[src/rtl/issue_scheduler_if.sv]
// -----------------------------------------------------------------------------
// issue_scheduler_if
//
// Bundle of signals between the reservation station / LSU side and the issue
// scheduler.
//
//   flush            RS -> sched  synchronous pipeline flush (branch mispredict)
//   req_valid        RS -> sched  entry i has operands ready and requests issue
//   req_is_mem       RS -> sched  entry i is a load/store (MEM port) when 1
//   mem_ready        LSU -> sched LSU accepts the pending MEM request this cycle
//   alu_issue_valid  sched -> EX  registered; an ALU op issues this cycle
//   alu_issue_idx    sched -> EX  registered; RS index of the issuing ALU op
//   mem_issue_valid  sched -> LSU registered; MEM request pending
//   mem_issue_idx    sched -> LSU registered; RS index of the pending MEM op
//   issue_ack        sched -> RS  combinational one-hot OR of issued entries
//
// Modports: master = RS/LSU side, slave = scheduler.
// -----------------------------------------------------------------------------
interface issue_scheduler_if #(
   parameter int NUM_ENTRIES = 8,
   parameter int IDX_W       = 3
);

   logic                   flush;
   logic [NUM_ENTRIES-1:0] req_valid;
   logic [NUM_ENTRIES-1:0] req_is_mem;
   logic                   mem_ready;
   logic                   alu_issue_valid;
   logic [IDX_W-1:0]       alu_issue_idx;
   logic                   mem_issue_valid;
   logic [IDX_W-1:0]       mem_issue_idx;
   logic [NUM_ENTRIES-1:0] issue_ack;

   modport master (
      output flush,
      output req_valid,
      output req_is_mem,
      output mem_ready,
      input  alu_issue_valid,
      input  alu_issue_idx,
      input  mem_issue_valid,
      input  mem_issue_idx,
      input  issue_ack
   );

   modport slave (
      input  flush,
      input  req_valid,
      input  req_is_mem,
      input  mem_ready,
      output alu_issue_valid,
      output alu_issue_idx,
      output mem_issue_valid,
      output mem_issue_idx,
      output issue_ack
   );

endinterface

[src/rtl/issue_scheduler.sv]
// -----------------------------------------------------------------------------
// issue_scheduler
//
// Per-cycle issue arbiter between the reservation station and the two
// execution ports. Each cycle it picks at most one ALU entry and one MEM entry,
// each with its own round-robin pointer. ALU grants are fire-and-forget; the
// MEM grant is held under a valid/ready handshake with the LSU.
//
// Ports:
//   clk   single clock, all state on the rising edge
//   rstn  asynchronous active-low reset
//   bus   issue_scheduler_if.slave (requests, grants, handshake, issue_ack)
//
// IDX_W must equal $clog2(NUM_ENTRIES).
// -----------------------------------------------------------------------------
module issue_scheduler #(
   parameter int NUM_ENTRIES = 8,
   parameter int IDX_W       = 3
) (
   input  logic             clk,
   input  logic             rstn,
   issue_scheduler_if.slave bus
);

   typedef logic [NUM_ENTRIES-1:0] vec_t;
   typedef logic [IDX_W-1:0]       idx_t;

   // Single-bit encoding: WAIT is the flop value itself, so mem_issue_valid
   // comes straight off a register.
   typedef enum logic {
      MEM_IDLE = 1'b0,
      MEM_WAIT = 1'b1
   } mem_state_e;

   localparam logic [IDX_W:0] ENTRIES_W = (IDX_W+1)'(NUM_ENTRIES);

   // --------------------------------------------------------------------------
   // Helpers
   // --------------------------------------------------------------------------
   function automatic vec_t onehot(input idx_t k);
      vec_t v;
      v    = '0;
      v[k] = 1'b1;
      return v;
   endfunction

   function automatic idx_t wrap_inc(input idx_t k);
      logic [IDX_W:0] nxt;
      nxt = {1'b0, k} + (IDX_W+1)'(1);
      if (nxt >= ENTRIES_W) nxt = '0;
      return nxt[IDX_W-1:0];
   endfunction

   // First set candidate at or above ptr, wrapping modulo NUM_ENTRIES.
   function automatic void rr_pick(input  vec_t cand,
                                   input  idx_t ptr,
                                   output logic found,
                                   output idx_t idx);
      logic [IDX_W:0] pos;
      found = 1'b0;
      idx   = '0;
      for (int i = 0; i < NUM_ENTRIES; i++) begin
         pos = {1'b0, ptr} + (IDX_W+1)'(i);
         if (pos >= ENTRIES_W) pos = pos - ENTRIES_W;
         if (!found && cand[pos[IDX_W-1:0]]) begin
            found = 1'b1;
            idx   = pos[IDX_W-1:0];
         end
      end
   endfunction

   // --------------------------------------------------------------------------
   // State
   // --------------------------------------------------------------------------
   logic       alu_valid_q, alu_valid_d;
   idx_t       alu_idx_q,   alu_idx_d;
   idx_t       alu_ptr_q,   alu_ptr_d;
   mem_state_e mem_state_q, mem_state_d;
   idx_t       mem_idx_q,   mem_idx_d;
   idx_t       mem_ptr_q,   mem_ptr_d;

   // --------------------------------------------------------------------------
   // Acknowledge and candidate masks
   // --------------------------------------------------------------------------
   vec_t alu_ack;
   vec_t mem_ack;
   vec_t issue_ack;
   vec_t held_mem;
   vec_t alu_cand;
   vec_t mem_cand;
   logic alu_found;
   idx_t alu_sel;
   logic mem_found;
   idx_t mem_sel;

   assign alu_ack  = alu_valid_q ? onehot(alu_idx_q) : '0;
   assign mem_ack  = (mem_state_q == MEM_WAIT && bus.mem_ready) ? onehot(mem_idx_q) : '0;
   // A flushed cycle acknowledges nothing, even a completed MEM handshake.
   assign issue_ack = bus.flush ? '0 : (alu_ack | mem_ack);
   assign held_mem  = (mem_state_q == MEM_WAIT) ? onehot(mem_idx_q) : '0;

   // Entries being acked this cycle are still visible on req_valid; masking
   // them (and the held MEM entry) prevents issuing the same entry twice.
   assign alu_cand = bus.req_valid & ~bus.req_is_mem & ~issue_ack;
   assign mem_cand = bus.req_valid &  bus.req_is_mem & ~issue_ack & ~held_mem;

   always_comb begin
      rr_pick(alu_cand, alu_ptr_q, alu_found, alu_sel);
      rr_pick(mem_cand, mem_ptr_q, mem_found, mem_sel);
   end

   // --------------------------------------------------------------------------
   // Next state: ALU port and MEM handshake FSM
   // --------------------------------------------------------------------------
   always_comb begin
      // NOTE: every variable gets a default first so no path leaves one
      // unassigned; otherwise synthesis infers a latch.
      alu_valid_d = alu_found;
      alu_idx_d   = alu_found ? alu_sel : alu_idx_q;
      alu_ptr_d   = alu_found ? wrap_inc(alu_sel) : alu_ptr_q;
      mem_state_d = mem_state_q;
      mem_idx_d   = mem_idx_q;
      mem_ptr_d   = mem_ptr_q;

      case (mem_state_q)
         MEM_IDLE: begin
            if (mem_found) begin
               mem_idx_d   = mem_sel;
               mem_ptr_d   = wrap_inc(mem_sel);
               mem_state_d = MEM_WAIT;
            end
         end
         MEM_WAIT: begin
            if (bus.mem_ready) begin
               if (mem_found) begin
                  // Back-to-back: load the next request in the handshake cycle.
                  mem_idx_d = mem_sel;
                  mem_ptr_d = wrap_inc(mem_sel);
               end else begin
                  mem_state_d = MEM_IDLE;
               end
            end
         end
         default: mem_state_d = MEM_IDLE;
      endcase

      // Flush wins over everything; pointers and indices are kept.
      if (bus.flush) begin
         alu_valid_d = 1'b0;
         alu_idx_d   = alu_idx_q;
         alu_ptr_d   = alu_ptr_q;
         mem_state_d = MEM_IDLE;
         mem_idx_d   = mem_idx_q;
         mem_ptr_d   = mem_ptr_q;
      end
   end

   // --------------------------------------------------------------------------
   // Registers
   // --------------------------------------------------------------------------
   always_ff @(posedge clk or negedge rstn) begin
      // NOTE: the async reset clears every control register, so outputs and
      // issue_ack drop the moment rstn falls, with no clock edge needed.
      if (!rstn) begin
         alu_valid_q <= 1'b0;
         alu_idx_q   <= '0;
         alu_ptr_q   <= '0;
         mem_state_q <= MEM_IDLE;
         mem_idx_q   <= '0;
         mem_ptr_q   <= '0;
      end else begin
         // NOTE: non-blocking assignments so every register samples the
         // pre-edge value of the others, regardless of statement order.
         alu_valid_q <= alu_valid_d;
         alu_idx_q   <= alu_idx_d;
         alu_ptr_q   <= alu_ptr_d;
         mem_state_q <= mem_state_d;
         mem_idx_q   <= mem_idx_d;
         mem_ptr_q   <= mem_ptr_d;
      end
   end

   // --------------------------------------------------------------------------
   // Outputs
   // --------------------------------------------------------------------------
   assign bus.alu_issue_valid = alu_valid_q;
   assign bus.alu_issue_idx   = alu_idx_q;
   assign bus.mem_issue_valid = (mem_state_q == MEM_WAIT);
   assign bus.mem_issue_idx   = mem_idx_q;
   assign bus.issue_ack       = issue_ack;

endmodule
[src/flat_wrapper.sv]
// flat-port wrapper written by rule: the top's interface ports become plain ports
module issue_scheduler_flat 
#(
   parameter int NUM_ENTRIES = 8,
   parameter int IDX_W       = 3
)
  (clk, rstn, bus_flush, bus_req_valid, bus_req_is_mem, bus_mem_ready, bus_alu_issue_valid, bus_alu_issue_idx, bus_mem_issue_valid, bus_mem_issue_idx, bus_issue_ack);
  issue_scheduler_if #(.NUM_ENTRIES(NUM_ENTRIES), .IDX_W(IDX_W)) bus_i ();
  input  logic clk;
  input  logic rstn;
  input wire logic [$bits(bus_i.flush)-1:0] bus_flush;
  input wire logic [$bits(bus_i.req_valid)-1:0] bus_req_valid;
  input wire logic [$bits(bus_i.req_is_mem)-1:0] bus_req_is_mem;
  input wire logic [$bits(bus_i.mem_ready)-1:0] bus_mem_ready;
  output wire logic [$bits(bus_i.alu_issue_valid)-1:0] bus_alu_issue_valid;
  output wire logic [$bits(bus_i.alu_issue_idx)-1:0] bus_alu_issue_idx;
  output wire logic [$bits(bus_i.mem_issue_valid)-1:0] bus_mem_issue_valid;
  output wire logic [$bits(bus_i.mem_issue_idx)-1:0] bus_mem_issue_idx;
  output wire logic [$bits(bus_i.issue_ack)-1:0] bus_issue_ack;
  assign bus_i.flush = bus_flush;
  assign bus_i.req_valid = bus_req_valid;
  assign bus_i.req_is_mem = bus_req_is_mem;
  assign bus_i.mem_ready = bus_mem_ready;
  assign bus_alu_issue_valid = bus_i.alu_issue_valid;
  assign bus_alu_issue_idx = bus_i.alu_issue_idx;
  assign bus_mem_issue_valid = bus_i.mem_issue_valid;
  assign bus_mem_issue_idx = bus_i.mem_issue_idx;
  assign bus_issue_ack = bus_i.issue_ack;
  issue_scheduler #(.NUM_ENTRIES(NUM_ENTRIES), .IDX_W(IDX_W)) u_core (.clk(clk), .rstn(rstn), .bus(bus_i));
endmodule
[config.mk]
export PLATFORM = sky130hd
export DESIGN_NAME = issue_scheduler_flat
export DESIGN_NICKNAME = d
export VERILOG_FILES = /design/src/rtl/issue_scheduler_if.sv /design/src/rtl/issue_scheduler.sv /design/src/flat_wrapper.sv
export SDC_FILE = /design/constraint.sdc
export NUM_CORES = 1
export LEC_CHECK = 0
export CORE_AREA = 2 2 77 79
export CTS_BUF_LIST = sky130_fd_sc_hd__clkbuf_16
export DETAILED_ROUTE_END_ITERATION = 8
export DIE_AREA = 0 0 79 81
export PLACE_DENSITY = 0.81
export SLEW_MARGIN = 15
export SYNTH_ARGS = -nofsm -noshare
export SYNTH_HDL_FRONTEND = slang
export SYNTH_SLANG_ARGS = --single-unit
[constraint.sdc]
create_clock -name clk -period 5.1 [get_ports clk]
set_input_delay 1.02 -clock clk [delete_from_list [all_inputs] [get_ports clk]]
set_output_delay 1.02 -clock clk [all_outputs]
set_load 0.02 [all_outputs]
== Yosys cells after proc, flatten, opt, wreduce, memory -nomap -nowiden ==
Cells that the tools add are included.

* Add/subtract/negate cells: 32
* Reduce and logical (&&, ||, !) cells: 33
* Shift-type cells: 0
* Divide/modulo/power cells: 0
* Muxes and demuxes: 101
* Order comparisons: 38
* Equality and inequality tests: 1
* Bitwise logic cells: 11
* $mul: 0

{| class="wikitable"
|+ Operators with widths
! cell !! count
|-
| 3-bit 2-to-1 mux || 38
|-
| 3-bit by 4-bit < comparator with 1-bit output (second input constant) || 18
|-
| 4-bit >= comparator (second input constant) || 16
|-
| 1-bit binary-select mux with 3-bit select || 16
|-
| 3-bit by 1-bit subtractor with 3-bit output (second input constant) || 16
|-
| 8-bit bitwise AND || 5
|-
| 1-bit 2-to-1 mux || 38
|-
| 3-bit by 3-bit adder with 4-bit output (second input constant) || 8
|-
| 8-bit 2-to-1 mux || 4
|-
| 8-bit inverter || 3
|-
| 1-bit logical AND || 17
|-
| 3-bit by 1-bit adder with 4-bit output (second input constant) || 4
|-
| 3-bit by 2-bit adder with 4-bit output (second input constant) || 4
|-
| 1-bit zero test || 14
|-
| 3-bit one-hot mux with 2 select lines || 2
|-
| 3-bit by 4-bit >= comparator with 1-bit output (second input constant) || 2
|-
| 8-bit OR || 1
|-
| 1-bit demux with 3-bit select || 2
|-
| 3-bit by 1-bit >= comparator with 1-bit output (second input constant) || 2
|-
| 2-bit AND reduction || 2
|-
| 2-bit inequality test (second input constant) || 1
|-
| 1-bit inverter || 2
|-
| 1-bit one-hot mux with 2 select lines || 1
|}

* ROM bits: 0
* Output and inout port bits: 16
* Input bits: 20
* Logic and storage cells: 222
* Memories kept: 0
* Bits in latches: 0
* Bits in writable memories: 0
* Flip-flop bits (word level): 14

== Longest topological paths before layout ==
* Depth after elaboration: 40
* Mapped depth: 16
* Gate-level depth less buffers: 14

== Worst setup path before layout ==
No wires, ideal clock.

* Path type: input to register
* Start point: input port bus_flush
* End point: register u_core.mem_ptr_q[2]
* Stages on the path: 14
* Arrival: 4.042 ns
* Path buffers: 2
* Required time: 4.939 ns
* Path slack: 0.896 ns
* Setup time: 0.161 ns
* Cells stage by stage: buf_6 > or3b_4 > buf_6 > o2111ai_4 > mux2i_1 > mux4_2 > o22a_4 > or4_4 > o21ai_1 > o32a_1 > ha_1 > a21oi_1 > mux2i_1 > a21oi_1

* Word-level cells in the longest chain between the ends: 34
* Elaborated cells between the ends (all ways): 58
* Classes of those cells: add/sub (1); order compare (1); mux (37); bitwise (4); reduce/logical (15)

{| class="wikitable"
|+ Ends and longest elaborated chain
! item !! line !! RTL
|-
| from (decl) || flat_wrapper.sv:11 || <nowiki>input wire logic [$bits(bus_i.flush)-1:0] bus_flush;</nowiki>
|-
| 8-bit 2-to-1 mux (*) || issue_scheduler.sv:99 || <nowiki>assign issue_ack = bus.flush ? '0 : (alu_ack | mem_ack);</nowiki>
|-
| 8-bit inverter (*) || issue_scheduler.sv:105 || <nowiki>assign mem_cand = bus.req_valid & bus.req_is_mem & ~issue_ack & ~held_mem;</nowiki>
|-
| 8-bit bitwise AND (*) (2 in a row) || issue_scheduler.sv:105 ||
|-
| 1-bit binary-select mux with 3-bit select || issue_scheduler.sv:65 || <nowiki>if (!found && cand[pos[IDX_W-1:0]]) begin</nowiki>
|-
| 1-bit 2-to-1 mux (implied by the code) || issue_scheduler.sv:65 ||
|-
| 1-bit 2-to-1 mux || issue_scheduler.sv:65 ||
|-
| 1-bit zero test || issue_scheduler.sv:65 ||
|-
| 1-bit logical AND || issue_scheduler.sv:65 ||
|-
| (+18 left out) || n/a ||
|-
| 3-bit 2-to-1 mux (*) || issue_scheduler.sv:65 ||
|-
| named net u_core.mem_sel[0] || issue_scheduler.sv:94 || <nowiki>idx_t mem_sel;</nowiki>
|-
| 3-bit by 1-bit adder with 4-bit output (*) || issue_scheduler.sv:49 || <nowiki>nxt = {1'b0, k} + (IDX_W+1)'(1);</nowiki>
|-
| 4-bit >= comparator || issue_scheduler.sv:50 || <nowiki>if (nxt >= ENTRIES_W) nxt = '0;</nowiki>
|-
| 3-bit 2-to-1 mux (*) || issue_scheduler.sv:50 ||
|-
| 3-bit 2-to-1 mux (*) || issue_scheduler.sv:127, issue_scheduler.sv:135 ||
|-
| 3-bit 2-to-1 mux || issue_scheduler.sv:134 || <nowiki>if (bus.mem_ready) begin</nowiki>
|-
| 3-bit one-hot mux with 2 select lines (*) || issue_scheduler.sv:125 || <nowiki>case (mem_state_q)</nowiki>
|-
| to (signal assigned) || issue_scheduler.sv:179 || <nowiki>mem_ptr_q <= mem_ptr_d;</nowiki>
|-
| to (decl) || issue_scheduler.sv:80 || <nowiki>idx_t mem_ptr_q, mem_ptr_d;</nowiki>
|}

Mark *: on every way through the listed nets, which the timed path passes. The rest lies on a longest branch. The select of a mux whose other input is x is not followed.
A chain may end at the register's enable or synchronous reset.

== Worst setup path after layout ==
Same ends and word-level chain as after synthesis.

==> results.sh <==
export IMPL_syn_nets=430
export IMPL_maxSlewHeadroom_pct=36.01
export IMPL_synth_top_area_share_pct=10.99
export IMPL_hold_class="flip-flop to flip-flop"
export IMPL_ys_types=81
export IMPL_die_h_um=81
export IMPL_drcViolationCount=0
export IMPL_max_freq_ghz=0.2093
export IMPL_cp_max_fo=13
export IMPL_syn_inst=404
export IMPL_end_kind="flip-flop"
export IMPL_num_vias=3613
export IMPL_antenna_found_initial=0
export IMPL_tightest_slew_ns=0.9542
export IMPL_hold_path_depth=2
export IMPL_seq_area_frac_synth_pct=10.99
export IMPL_setup_tns_final_ns=0
export IMPL_synthArstFlopShare_pct=100.0
export IMPL_grt_pass1_wl_mm=16.36
export IMPL_synthTopCellsByCount="nand2_1 (46), nor2_1 (27), clkbuf_1 (23)"
export IMPL_die_w_um=79
export IMPL_cp_cell_sequence="clkdlybuf4s50_1 > or3b_4 > o2111ai_4 > mux2i_1 > mux4_2 > o22a_4 > or4_4 > o21ai_1 > o32a_1 > ha_1 > a21oi_1 > mux2i_1 > a21oi_1"
export IMPL_p_leak_nw=1.374
export IMPL_track_usage_pct=31.84
export IMPL_clk_path_buf_depth=2
export IMPL_worstSetupPathType="primary input to flip-flop"
export IMPL_slew_viol_final=0
export IMPL_grt_use_met3_pct=3.889
export IMPL_drive_gt1_share_pct=11.63
export IMPL_ir_worst_vdd_mv=0.6622
export IMPL_dp_hpwl_mm=7.713
export IMPL_wire_per_inst_um=19.90
export IMPL_drv_cap=0
export IMPL_cts_hold_buffers=0
export IMPL_final_nets=458
export IMPL_core_area_mm2=0.005675
export IMPL_yosysMostFrequentCell="nand2_1"
export IMPL_critPathLaunchType="primary input"
export IMPL_syn2layout_area_growth_pct=16.22
export IMPL_crit_slowest_cell="or4_4"
export IMPL_yosys_area_top_type="dfrtp_1"
export IMPL_std_cell_rows=28
export IMPL_gp_congestion=1.011
export IMPL_fin_crit_ns=4.777
export IMPL_start_util_pct=56.15
export IMPL_cpPeakStageDelay_ns=0.57
export IMPL_clkLatencyLatePin_ns=0.24
export IMPL_fillers=509
export IMPL_ant_nets=0
export IMPL_fin_crit_sh_pct=93.66
export IMPL_finalClockSkew_ns=0.0007537
export IMPL_synth_warnings=0
export IMPL_routed_via_density=7.154
export IMPL_busiest_layer="met2"
export IMPL_post_cts_setup_buffers=0
export IMPL_clock_root_buffer="clkbuf_16"
export IMPL_power_w=0.003015
export IMPL_grt_overflow=0
export IMPL_numClockSinks=14
export IMPL_power_density_mw_per_mm2=814.0
export IMPL_status="finished, final reports clean"
export IMPL_grt_start_max_net_pins=22
export IMPL_synth_ff_type="dfrtp_1"
export IMPL_ys_ff_latch=14
export IMPL_htreeDepth=1
export IMPL_ff2ff_path_depth=11
export IMPL_io_pins=36
export IMPL_drt_total_wl_mm=10.05
export IMPL_rsz0062_at_grt="false"
export IMPL_first_pass_iters=6
export IMPL_postSynthAreaPerCell_um2=7.888
export IMPL_hold_slack_ns=0.5880
export IMPL_grtUsageMet2_pct=57.20
export IMPL_port_buffer_count=35
export IMPL_grt_pass1_vias=3400
export IMPL_rrSetupSlack_ns=0.82
export IMPL_crit_required_ns=5.18
export IMPL_use_met1_pct=38.29
export IMPL_dieArea_mm2=0.006399
export IMPL_synth_area_top_cells="dfrtp_1 (11%), mux4_2 (9.2%), nand2_1 (5.4%)"
export IMPL_cts_resized=0
export IMPL_cts_tree="yes"
export IMPL_synth_edf_count=0
export IMPL_clk_pin_slew_worst_paths_ns=0.04
export IMPL_drtIter0Drc=336
export IMPL_synthesis_area_mm2=0.003187
export IMPL_arrival_ns=4.85
export IMPL_cts_buffers=3
export IMPL_diodes=0
export IMPL_setup_viol=0
export IMPL_final_hold_violation_count=0
## where the power goes
group / switching [W] / internal, W
registers: 0.000159 / 0.000169
clock network: 0.0000411 / 0.000102
logic: 0.00144 / 0.00110
total: 0.00164 / 0.00137
## registers in the layout (all words and copies together), names as in the netlist
signal / flops
u_core.mem_ptr_q: 3
u_core.bus.mem_issue_idx: 3
u_core.bus.mem_issue_valid: 1
u_core.alu_ptr_q: 3
u_core.bus.alu_issue_idx: 3
u_core.bus.alu_issue_valid: 1
## cell type report
| cell class | count | area (µm²) | share of cell area, % |
|---|---|---|---|
| clock buffers | 3 | 75.07 | 2.027 |
| inverters | 13 | 48.80 | 1.318 |
| multi-input cells | 348 | 2658 | 71.76 |
| flip-flops and latches | 14 | 350.3 | 9.459 |
| well taps | 75 | 93.84 | 2.534 |
| repair buffers | 52 | 478.0 | 12.91 |
## path summary, 6_finish.rpt
check | from | endpoint
max | bus_flush | u_core.mem_ptr_q[2]
min | u_core.bus.alu_issue_idx[2] | u_core.bus.alu_issue_idx[2]
max reg2reg | u_core.alu_ptr_q[1] | u_core.alu_ptr_q[2]
min reg2reg | u_core.bus.alu_issue_idx[2] | u_core.bus.alu_issue_idx[2]
max in group asynchronous | rstn | u_core.mem_ptr_q[2]
min in group asynchronous | rstn | u_core.alu_ptr_q[0]
## worst max-delay path: cells and delay by family
kind	cells	cell delay [ns]
buffers and inverters	1	0.56
muxes	3	0.80
and+or+nand+nor	2	1.12
adders and majority gates	1	0.18
AOI/OAI and AO/OA	6	1.14
## cells by family (layout without fill, tap and decap cells)
group	Yosys count	in the layout	synth area share (%)
compound gates	147	147	36.36
xor+xnor	5	5	1.374
fa+ha+maj	6	6	2.356
buf+inv	42	68	5.614
flops	14	14	10.99
mux	32	32	16.80
simple gates	158	158	26.50
## metal layers
layer / part of all wire [%] / routed length [µm]
met5: 0 / 0
met4: 3.8 / 377
met3: 6.7 / 670
met2: 51 / 5103
met1: 39 / 3896
## metrics by stage
stage / cells / worst slack, ns / area [µm²] / utilization [%]
final: 505 / 0.3233 / 3704 / 65.26
after global placement: 502 / 0.2480 / 3628 / 63.93
after CTS: 505 / 0.3982 / 3704 / 65.26
after floorplan: 404 / 0.8961 / 3187 / -
after global routing: 505 / 0.1445 / 3704 / 65.26
after detailed placement: 502 / 0.1556 / 3628 / 63.93
## cells in the final DEF, fill, tap and decap left out, types with 4 or more instances in the layout
cell type        Yosys  layout
nand2_1             46      46
clkdlybuf4s50_1      0      35
nor2_1              27      27
nand3_1             17      17
buf_4                1      17
a21oi_1             15      15
o21ai_0             14      14
dfrtp_1             14      14
mux4_2              13      13
mux2i_1             13      13
o22ai_1             11      11
inv_1               10      10
a21o_1              10      10
nor3_1               9       9
nand2b_1             9       9
o21a_1               9       9
a31oi_1              8       8
a211oi_1             8       8
and2_1               7       7
o211ai_1             6       6
nand4_1              6       6
o221ai_1             6       6
ha_1                 6       6
o21ai_1              5       5
a211o_1              5       5
o2111ai_1            5       5
nand4b_1             4       4
nor2b_1              4       4
o32ai_1              4       4
nor4_1               4       4
o2111ai_4            4       4
No activity file was read; power rests on OpenSTA's default activity.
